### config.mk
export PLATFORM = sky130hd
export DESIGN_NAME = mac_operand_feeder
export DESIGN_NICKNAME = d
export VERILOG_FILES = /design/src/rtl/mac_pkg.sv /design/src/rtl/op_skid_buf.sv /design/src/rtl/mac_operand_feeder.sv
export SDC_FILE = /design/constraint.sdc
export NUM_CORES = 1
export LEC_CHECK = 0
export ABC_AREA = 1
export BUFFER_PORTS_ARGS = -buffer_cell sky130_fd_sc_hd__buf_2
export CORE_ASPECT_RATIO = 0.6
export CORE_UTILIZATION = 50
export DETAILED_ROUTE_END_ITERATION = 8
export GPL_TIMING_DRIVEN = 0
export PLACE_DENSITY = 0.73
export SYNTH_ARGS = -nofsm -noshare
export SYNTH_HDL_FRONTEND = slang
export SYNTH_HIERARCHICAL = 1
export SYNTH_SLANG_ARGS = --single-unit
### constraint.sdc
create_clock -name clk -period 4.5 [get_ports clk]
set_input_delay 0.225 -clock clk [delete_from_list [all_inputs] [get_ports clk]]
set_output_delay 0.225 -clock clk [all_outputs]
set_load 0.05 [all_outputs]
### src/rtl/mac_pkg.sv
// Types and defaults shared by the MAC-cluster operand feeder and its testbench.
package mac_pkg;

  localparam int MAC_DATA_WIDTH = 8;

  typedef enum logic [1:0] {
    IDLE  = 2'd0,
    RUN   = 2'd1,
    DRAIN = 2'd2
  } feeder_state_e;

  typedef struct packed {
    logic [MAC_DATA_WIDTH-1:0] m1_a;
    logic [MAC_DATA_WIDTH-1:0] m1_b;
    logic [MAC_DATA_WIDTH-1:0] m2_a;
    logic [MAC_DATA_WIDTH-1:0] m2_b;
  } mac_operands_t;

endpackage

### src/rtl/op_skid_buf.sv
// Two-entry FIFO holding packed operand beats plus their last flag.
module op_skid_buf #(
  parameter int WIDTH = 33
) (
  input  logic             clk,
  input  logic             rst,
  input  logic             push,
  input  logic [WIDTH-1:0] push_data,
  input  logic             pop,
  output logic [WIDTH-1:0] head,
  output logic             empty,
  output logic             full
);

  logic [WIDTH-1:0] mem [2];
  logic             wr_ptr;
  logic             rd_ptr;
  logic [1:0]       count;

  assign head  = mem[rd_ptr];
  assign empty = (count == 2'd0);
  assign full  = (count == 2'd2);

  // Storage is left unreset; only pointers and occupancy define validity.
  always_ff @(posedge clk) begin
    if (rst) begin
      wr_ptr <= 1'b0;
      rd_ptr <= 1'b0;
      count  <= 2'd0;
    end else begin
      if (push) begin
        mem[wr_ptr] <= push_data;
        wr_ptr      <= ~wr_ptr;
      end
      if (pop) begin
        rd_ptr <= ~rd_ptr;
      end
      case ({push, pop})
        2'b10:   count <= count + 2'd1;
        2'b01:   count <= count - 2'd1;
        default: count <= count;
      endcase
    end
  end

endmodule

### src/rtl/mac_operand_feeder.sv
// Buffers operand beats, issues them to the MAC cluster and signals vector results.
// Optional build macro ZERO_SKIP_EN: skip issuing beats whose two products are both zero.
module mac_operand_feeder
  import mac_pkg::*;
#(
  parameter int DATA_WIDTH  = MAC_DATA_WIDTH,
  parameter int MAC_LATENCY = 2,
  parameter int MAX_BEATS   = 64
) (
  input  logic                          clk,
  input  logic                          rst,
  input  logic                          in_valid,
  output logic                          in_ready,
  input  logic [4*DATA_WIDTH-1:0]       in_data,
  input  logic                          in_last,
  input  logic                          cluster_stall,
  output logic                          ebl,
  output logic                          acc_clr,
  output logic [DATA_WIDTH-1:0]         m1_a,
  output logic [DATA_WIDTH-1:0]         m1_b,
  output logic [DATA_WIDTH-1:0]         m2_a,
  output logic [DATA_WIDTH-1:0]         m2_b,
  output logic                          res_valid,
  output logic                          busy,
  output logic [$clog2(MAX_BEATS):0]    beat_cnt,
  output logic                          err_ovf
);

  localparam int CNT_W = $clog2(MAX_BEATS) + 1;
  localparam int DRN_W = $clog2(MAC_LATENCY + 1);
  localparam int BUF_W = 4*DATA_WIDTH + 1;

  feeder_state_e           state;
  logic [DRN_W-1:0]        drain_cnt;
  logic                    buf_empty;
  logic                    buf_full;
  logic                    push;
  logic                    pop;
  logic [BUF_W-1:0]        head;
  logic [4*DATA_WIDTH-1:0] head_ops;
  logic                    head_last;
  logic [CNT_W-1:0]        next_cnt;
  logic                    end_vec;
  logic                    skip_beat;

  op_skid_buf #(.WIDTH(BUF_W)) u_buf (
    .clk       (clk),
    .rst       (rst),
    .push      (push),
    .push_data ({in_data, in_last}),
    .pop       (pop),
    .head      (head),
    .empty     (buf_empty),
    .full      (buf_full)
  );

  assign head_ops  = head[BUF_W-1:1];
  assign head_last = head[0];

  assign in_ready = !buf_full && (state != DRAIN);
  assign push     = in_valid && in_ready;
  assign pop      = !buf_empty && !cluster_stall && (state != DRAIN);
  assign busy     = (state != IDLE) || !buf_empty;

  // A vector also ends when MAX_BEATS is reached without a last flag.
  assign next_cnt = (state == IDLE) ? CNT_W'(1) : beat_cnt + CNT_W'(1);
  assign end_vec  = head_last || (next_cnt == CNT_W'(MAX_BEATS));

`ifdef ZERO_SKIP_EN
  logic both_zero;
  assign both_zero = ((head_ops[4*DATA_WIDTH-1:3*DATA_WIDTH] == '0) ||
                      (head_ops[3*DATA_WIDTH-1:2*DATA_WIDTH] == '0)) &&
                     ((head_ops[2*DATA_WIDTH-1:DATA_WIDTH] == '0) ||
                      (head_ops[DATA_WIDTH-1:0] == '0));
  // The accumulator-clearing beat must always reach the cluster.
  assign skip_beat = both_zero && (state != IDLE);
`else
  assign skip_beat = 1'b0;
`endif

  always_ff @(posedge clk) begin
    if (rst) begin
      state     <= IDLE;
      drain_cnt <= '0;
      ebl       <= 1'b0;
      acc_clr   <= 1'b0;
      m1_a      <= '0;
      m1_b      <= '0;
      m2_a      <= '0;
      m2_b      <= '0;
      res_valid <= 1'b0;
      beat_cnt  <= '0;
      err_ovf   <= 1'b0;
    end else begin
      ebl       <= 1'b0;
      acc_clr   <= 1'b0;
      res_valid <= 1'b0;
      err_ovf   <= 1'b0;
      case (state)
        IDLE, RUN: begin
          if (pop) begin
            ebl      <= !skip_beat;
            acc_clr  <= (state == IDLE);
            beat_cnt <= next_cnt;
            if (!skip_beat) begin
              {m1_a, m1_b, m2_a, m2_b} <= head_ops;
            end
            if (end_vec) begin
              state     <= DRAIN;
              drain_cnt <= DRN_W'(MAC_LATENCY);
              err_ovf   <= !head_last;
            end else begin
              state <= RUN;
            end
          end
        end
        DRAIN: begin
          if (drain_cnt == '0) begin
            res_valid <= 1'b1;
            beat_cnt  <= '0;
            state     <= IDLE;
          end else begin
            drain_cnt <= drain_cnt - DRN_W'(1);
          end
        end
        default: state <= IDLE;
      endcase
    end
  end

endmodule

* After elaboration in Yosys (flattened, before gate mapping) *
Memories as Yosys holds them, arrays and structs flattened. A register that Yosys moved wholly into a read port is not among the register bits.
Index checks and enable logic that the tools add are counted.

operators by class
  equal/unequal tests = 11
  bitwise gates (word level) = 6
  mux-type cells = 20
  add/subtract/negate cells = 4
  reduce and logical (&&, ||, !) cells = 25

operators with widths
  cell                 count
  $mux 7               3
  $pmux 7 s2           1
  $mux 2               6
  $pmux 2 s2           3
  $ne 2x2->1 const B   4
  $add 7x1->7 const B  1
  $eq 7x7->1 const B   1
  $mux 1               7
  $eq 2x2->1 const B   3
  $logic_not 2->1      3
  $not 1->1            6
  $reduce_bool 2->1    3
  $reduce_or 2->1      3
  $eq 2x1->1 const B   2
  $logic_and 1x1->1    4
  $logic_not 1->1      4
  $reduce_and 2->1     2
  $reduce_and 4->1     1
  $reduce_or 4->1      1
  $sub 2x1->2 const B  2
  $reduce_and 3->1     1
  $reduce_or 3->1      1
  $add 2x1->2 const B  1
  $logic_or 1x1->1     2
  $ne 2x1->1 const B   1

word-level totals
  word-level logic and storage cells = 81
  memory bits (writable) = 66
  register bits = 51
  output and inout bits = 45
  memories kept = 1
  bits of input ports = 37

memories
  name       depth  width  read ports  clocked after memory_dff  wr ports  line               source
  u_buf.mem  2      33     1           1                         1         op_skid_buf.sv:15  logic [WIDTH-1:0] mem [2];

* Depth between registers and ports, before layout *
  depth in word-level cells = 7
  gate-level depth with buffers = 13
  gate-level depth less buffers = 13

* Modules after synthesis *
Netlist, hierarchy kept.

by module, submodules not included
  module              seq. area each (µm²)  cells an instance  area an instance (µm²)  instances
  op_skid_buf         2082.0                137                2767.7                  1
  mac_operand_feeder  940.9                 249                1851.8                  1

* Worst setup path before layout *
No wires, ideal clock.

  kind = flip-flop to flip-flop
  start = register state[1]
  end = memory u_buf.mem[1][0], enable pin
  setup slack = 0.923 ns
  cell stages (with the launch flop) = 6
  data arrival time = 3.113 ns
  data required time = 4.035 ns
  cells stage by stage = dfxtp_1 inv_1 nor2_1 nor3b_1 inv_1 nor3_1

between the ends
  cells in the longest elaborated chain, start to end = 6

ends and longest elaborated chain
  what                          line                       source
  from (decl)                   mac_operand_feeder.sv:33   feeder_state_e state;
  from (signal assigned)        mac_operand_feeder.sv:83   state <= IDLE;
  from (signal assigned)        mac_operand_feeder.sv:109  state <= DRAIN;
  from (signal assigned)        mac_operand_feeder.sv:113  state <= RUN;
  $ne 2x2->1                    mac_operand_feeder.sv:60   assign in_ready = !buf_full && (state != DRAIN);
  $logic_and 1x1->1             mac_operand_feeder.sv:60
  $logic_and 1x1->1             mac_operand_feeder.sv:61   assign push = in_valid && in_ready;
  net push                      mac_operand_feeder.sv:37   logic push;
  $mux 1                        op_skid_buf.sv:31          if (push) begin
  $mux 1                        op_skid_buf.sv:26          if (rst) begin
  $mux 1 (not written as such)  op_skid_buf.sv:32          mem[wr_ptr] <= push_data;
  to (decl)                     op_skid_buf.sv:15

The timed path passes the listed nets, and every way through them passes these cells.

* Final worst setup path *
  start = register state[1]
  end = memory u_buf.mem[1][31], enable pin

Same word-level chain as after synthesis.

==> impl_metrics.csv <==
group,metric,value,unit
status,status,"finished clean",
clock_tree,cts_tree,"done",
clock_tree,post_cts_buffers,0,
worst_setup_path,cp.arrival,2.41,ns
worst_setup_path,crit_family,"simple AND/OR/NAND/NOR gates",
synthesis,synth-seq-cells,118,
worst_setup_path,r2r-start,"state[1]$_SDFFE_PP0P_",
timing,worst_pin_slew,0.7906,ns
route,num_vias,3152,
clock_tree,cts_made_buffers,17,
timing,relSlewSlack,47.01,%
final_layout,antenna_cells,0,
clock_tree,clk_latency,0.41,ns
worst_setup_path,rr_endpoint,"u_buf/mem[1][31]$_DFFE_PP_",
synthesis,synth_commonest_cells,"89 x nor2_1, 66 x edfxtp_1, 52 x dfxtp_1, 36 x o21ai_0, 30 x mux2_4",
floorplan,initial_core_util,52.99,%
job,cap_violations,0,
worst_setup_path,start_kind,"register",
route,drt_wl_total,9418,um
final_layout,drive_gt1_share,31.81,%
floorplan,die_h,76.46,um
floorplan,placement_rows,26,
worst_setup_path,path_max_fanout,10,
floorplan,die_area,9640,um^2
worst_setup_path,r2r_slack,2.20,ns
synthesis,ys_warn_count,6,
floorplan,core_area,8718,um^2
global_route,first_global_vias,3040,
hold_path,hold_end,"u_buf/mem[0][9]$_DFFE_PP_",
route,vias_per_cell,4.948,
synthesis,synth.net_count,426,
worst_setup_path,worst_r2r_path_depth,7,
synthesis,synth_compound_area_share,5.715,%
timing,rsz0062_at_grt,"false",
hold_path,hold_class,"primary input to register",
timing,fin_crit,2.295,ns
global_route,antenna_found_initial,0,
placed_design,routabilityCongestion,0.8177,
global_route,grt_pass1_wl,15150,um
route,postRouteAntennaNets,0,
pwr,ir_worst_vdd,400.4,uV
synthesis,yosysTopAreaCell,"edfxtp_1",
floorplan,die_w,126.1,um
synthesis,synthAdderAreaFrac,0.8126,%
timing,final_hold_viol_count,0,
worst_setup_path,setup.worst_path.end_class,"register",
pwr,leakagePower,2.562,nW
placed_design,place_hpwl,6196,um
worst_setup_path,worstSetupPathType,"register to register",
worst_setup_path,worstPathCellList,"inv_1, nor2_1, nor3b_1, inv_1, nor3_2, buf_8, buf_6",
synthesis,syn_area,4619,um^2
placed_design,dp_cells,583,
hold_path,whs_path_depth,1,
synthesis,synth_seq_area_share,65.44,%
final_layout,layout.cells.non_filler,637,
timing,finClkSkew,0.009354,ns
timing,fmax,435.7,MHz
route,wire_per_inst,14.78,um
synthesis,synth.most_common_cell,"nor2_1",
final_layout,area_growth,30.90,%
synthesis,synth.avg_cell_area,11.97,um^2
route,remaining_drc_errors,0,
clock_tree,htreeDepth,4,
synthesis,synthTopCellsByArea,"edfxtp_1 43%, dfxtp_1 23%, mux2_4 9.8%, nor2_1 7.2%, o21ai_0 3.9%",
synthesis,synthCells,386,
hold_path,hp-start,"in_data[8]",
synthesis,synth_top_family_by_area,"simple AND/OR/NAND/NOR gates",
timing,slew_viol_final,0,
synthesis,muxShareOfSynthArea,10.48,%
clock_tree,cts_resized,0,
synthesis,async_reset_ff_share,0,%
clock_tree,clk_pin_slew_worst_paths,0.05,ns
synthesis,synthSimpleGateAreaFrac,12.70,%
placed_design,port_buffers,81,
final_layout,fin_nets,552,
synthesis,synth_top_area_share,42.90,%
timing,fin_crit_sh,51.01,%
clock_tree,root_buffer,"clkbuf_16",
clock_tree,cts_max_path_buffers,2,
worst_setup_path,crit_buf_inv,4,
final_layout,final.fill_count,621,
worst_setup_path,cp_data_required_time,4.61,ns
worst_setup_path,crit_top_cell,"inv_1",
timing,setup_violations,0,
global_route,grt_overflow,0,
global_route,grtUsageTotal,21.25,%
global_route,grt_max_degree,20,
synthesis,synth_cell_types,31,
synthesis,synth_edf_count,66,
route,drt_iter0_markers,235,
floorplan,io_pins,82,
route,drt_first_pass_iters,4,
worst_setup_path,crit_path_max_incr_delay,0.61,ns
pwr,power.density,668.3,nW/um^2
timing,hold_ws,0.01563,ns
worst_setup_path,worst_path_max_delay_cell,"nor3_2",
synthesis,synth_ff_type,"edfxtp_1",
clock_tree,cts.sinks,118,
synthesis,synthXorXnorAreaFrac,0.1896,%
-- what timing repair did --
action | 4_1_cts | 5_1_grt
hold buffers | 20 | 2
endpoints found under the setup margin | 0 | 0
endpoints found under the hold margin | 39 | 4
-- state kept, by name, indices dropped and copies added (netlist names), 7 cells and up, named ones only --
register and cells:
beat_cnt 7, m1_a 8, m1_b 8, m2_a 8
m2_b 8, u_buf/mem 66
-- power breakdown --
part	internal [mW]	switching [mW]
sequential	1.34	0.0923
combinational	0.442	0.884
clock	0.836	0.451
-- how the worst max path moves through the flow --
| stage | to | slack (ns) | depth (start not counted) | start |
|---|---|---|---|---|
| 2_1_floorplan | u_buf/mem[1][0]$_DFFE_PP_ | 0.92 | 5 | state[1]$_SDFFE_PP0P_ |
| 3_3_place_gp | u_buf/mem[1][11]$_DFFE_PP_ | -0.58 | 5 | state[1]$_SDFFE_PP0P_ |
| 3_5_place_dp | u_buf/mem[1][25]$_DFFE_PP_ | 2.20 | 7 | state[1]$_SDFFE_PP0P_ |
| 4_1_cts | u_buf/mem[1][31]$_DFFE_PP_ | 2.18 | 7 | state[1]$_SDFFE_PP0P_ |
| 5_1_grt | u_buf/mem[1][29]$_DFFE_PP_ | 2.00 | 7 | state[1]$_SDFFE_PP0P_ |
| 6_report | u_buf/mem[1][31]$_DFFE_PP_ | 2.20 | 7 | state[1]$_SDFFE_PP0P_ |
-- logic make-up after synthesis --
family          after synthesis
compound gates               50
xor+xnor                      1
fa+ha+maj                     3
buf+inv                      40
flops                       118
mux                          33
simple gates                141
-- placed cells by master, fill, tap and decap left out, drive strengths merged --
cell | Yosys | routed
clkbuf | 9 | 34
or2 | 1 | 1
o21ai | 38 | 38
mux2 | 33 | 33
inv | 24 | 25
nor3b | 1 | 1
o22ai | 1 | 1
nor3 | 4 | 4
nor2 | 92 | 92
dfxtp | 52 | 52
a21oi | 9 | 9
nand3 | 9 | 9
clkinv | 1 | 7
dlygate4sd3 | 0 | 22
nand2 | 32 | 32
xnor2 | 1 | 1
buf | 6 | 91
o32ai | 1 | 1
nand4 | 2 | 2
a32o | 1 | 1
ha | 3 | 3
edfxtp | 66 | 66
-- metrics by stage --
step	power, mW	util (%)	setup TNS, ns	setup WS [ns]	cell area, um^2
2_1_floorplan	2.454	-	0	0.9225	4619
3_3_place_gp	2.714	59.24	-19.01	-0.5770	5165
3_5_place_dp	2.761	60.13	0	2.196	5243
4_1_cts	4.069	69.13	0	2.180	6027
5_1_grt	4.242	69.36	0	2.004	6047
6_report	4.042	69.36	0	2.205	6047
-- cell type report --
type                    count  area [um^2]  share of cell area, %
multi-input cells         228         1394                  23.05
repair buffers            107        690.7                  11.42
inverters                  25        93.84                  1.552
clock buffers              25        548.0                  9.063
clock inverters             7        36.28                 0.6000
well taps                 112        140.1                  2.317
flip-flops and latches    118         3023                  49.99
plain buffers              15        121.4                  2.007
-- routing by layer --
layer / track usage (%) / wire [um] / vias up
li1: - / - / 1566
met1: 27.93 / 4517 / 1489
met2: 32.38 / 4283 / 92
met3: 8.076 / 569 / 5
met4: 6.988 / 48 / 0
met5: 0 / 0 / -
(Power assumes the default switching activity.)
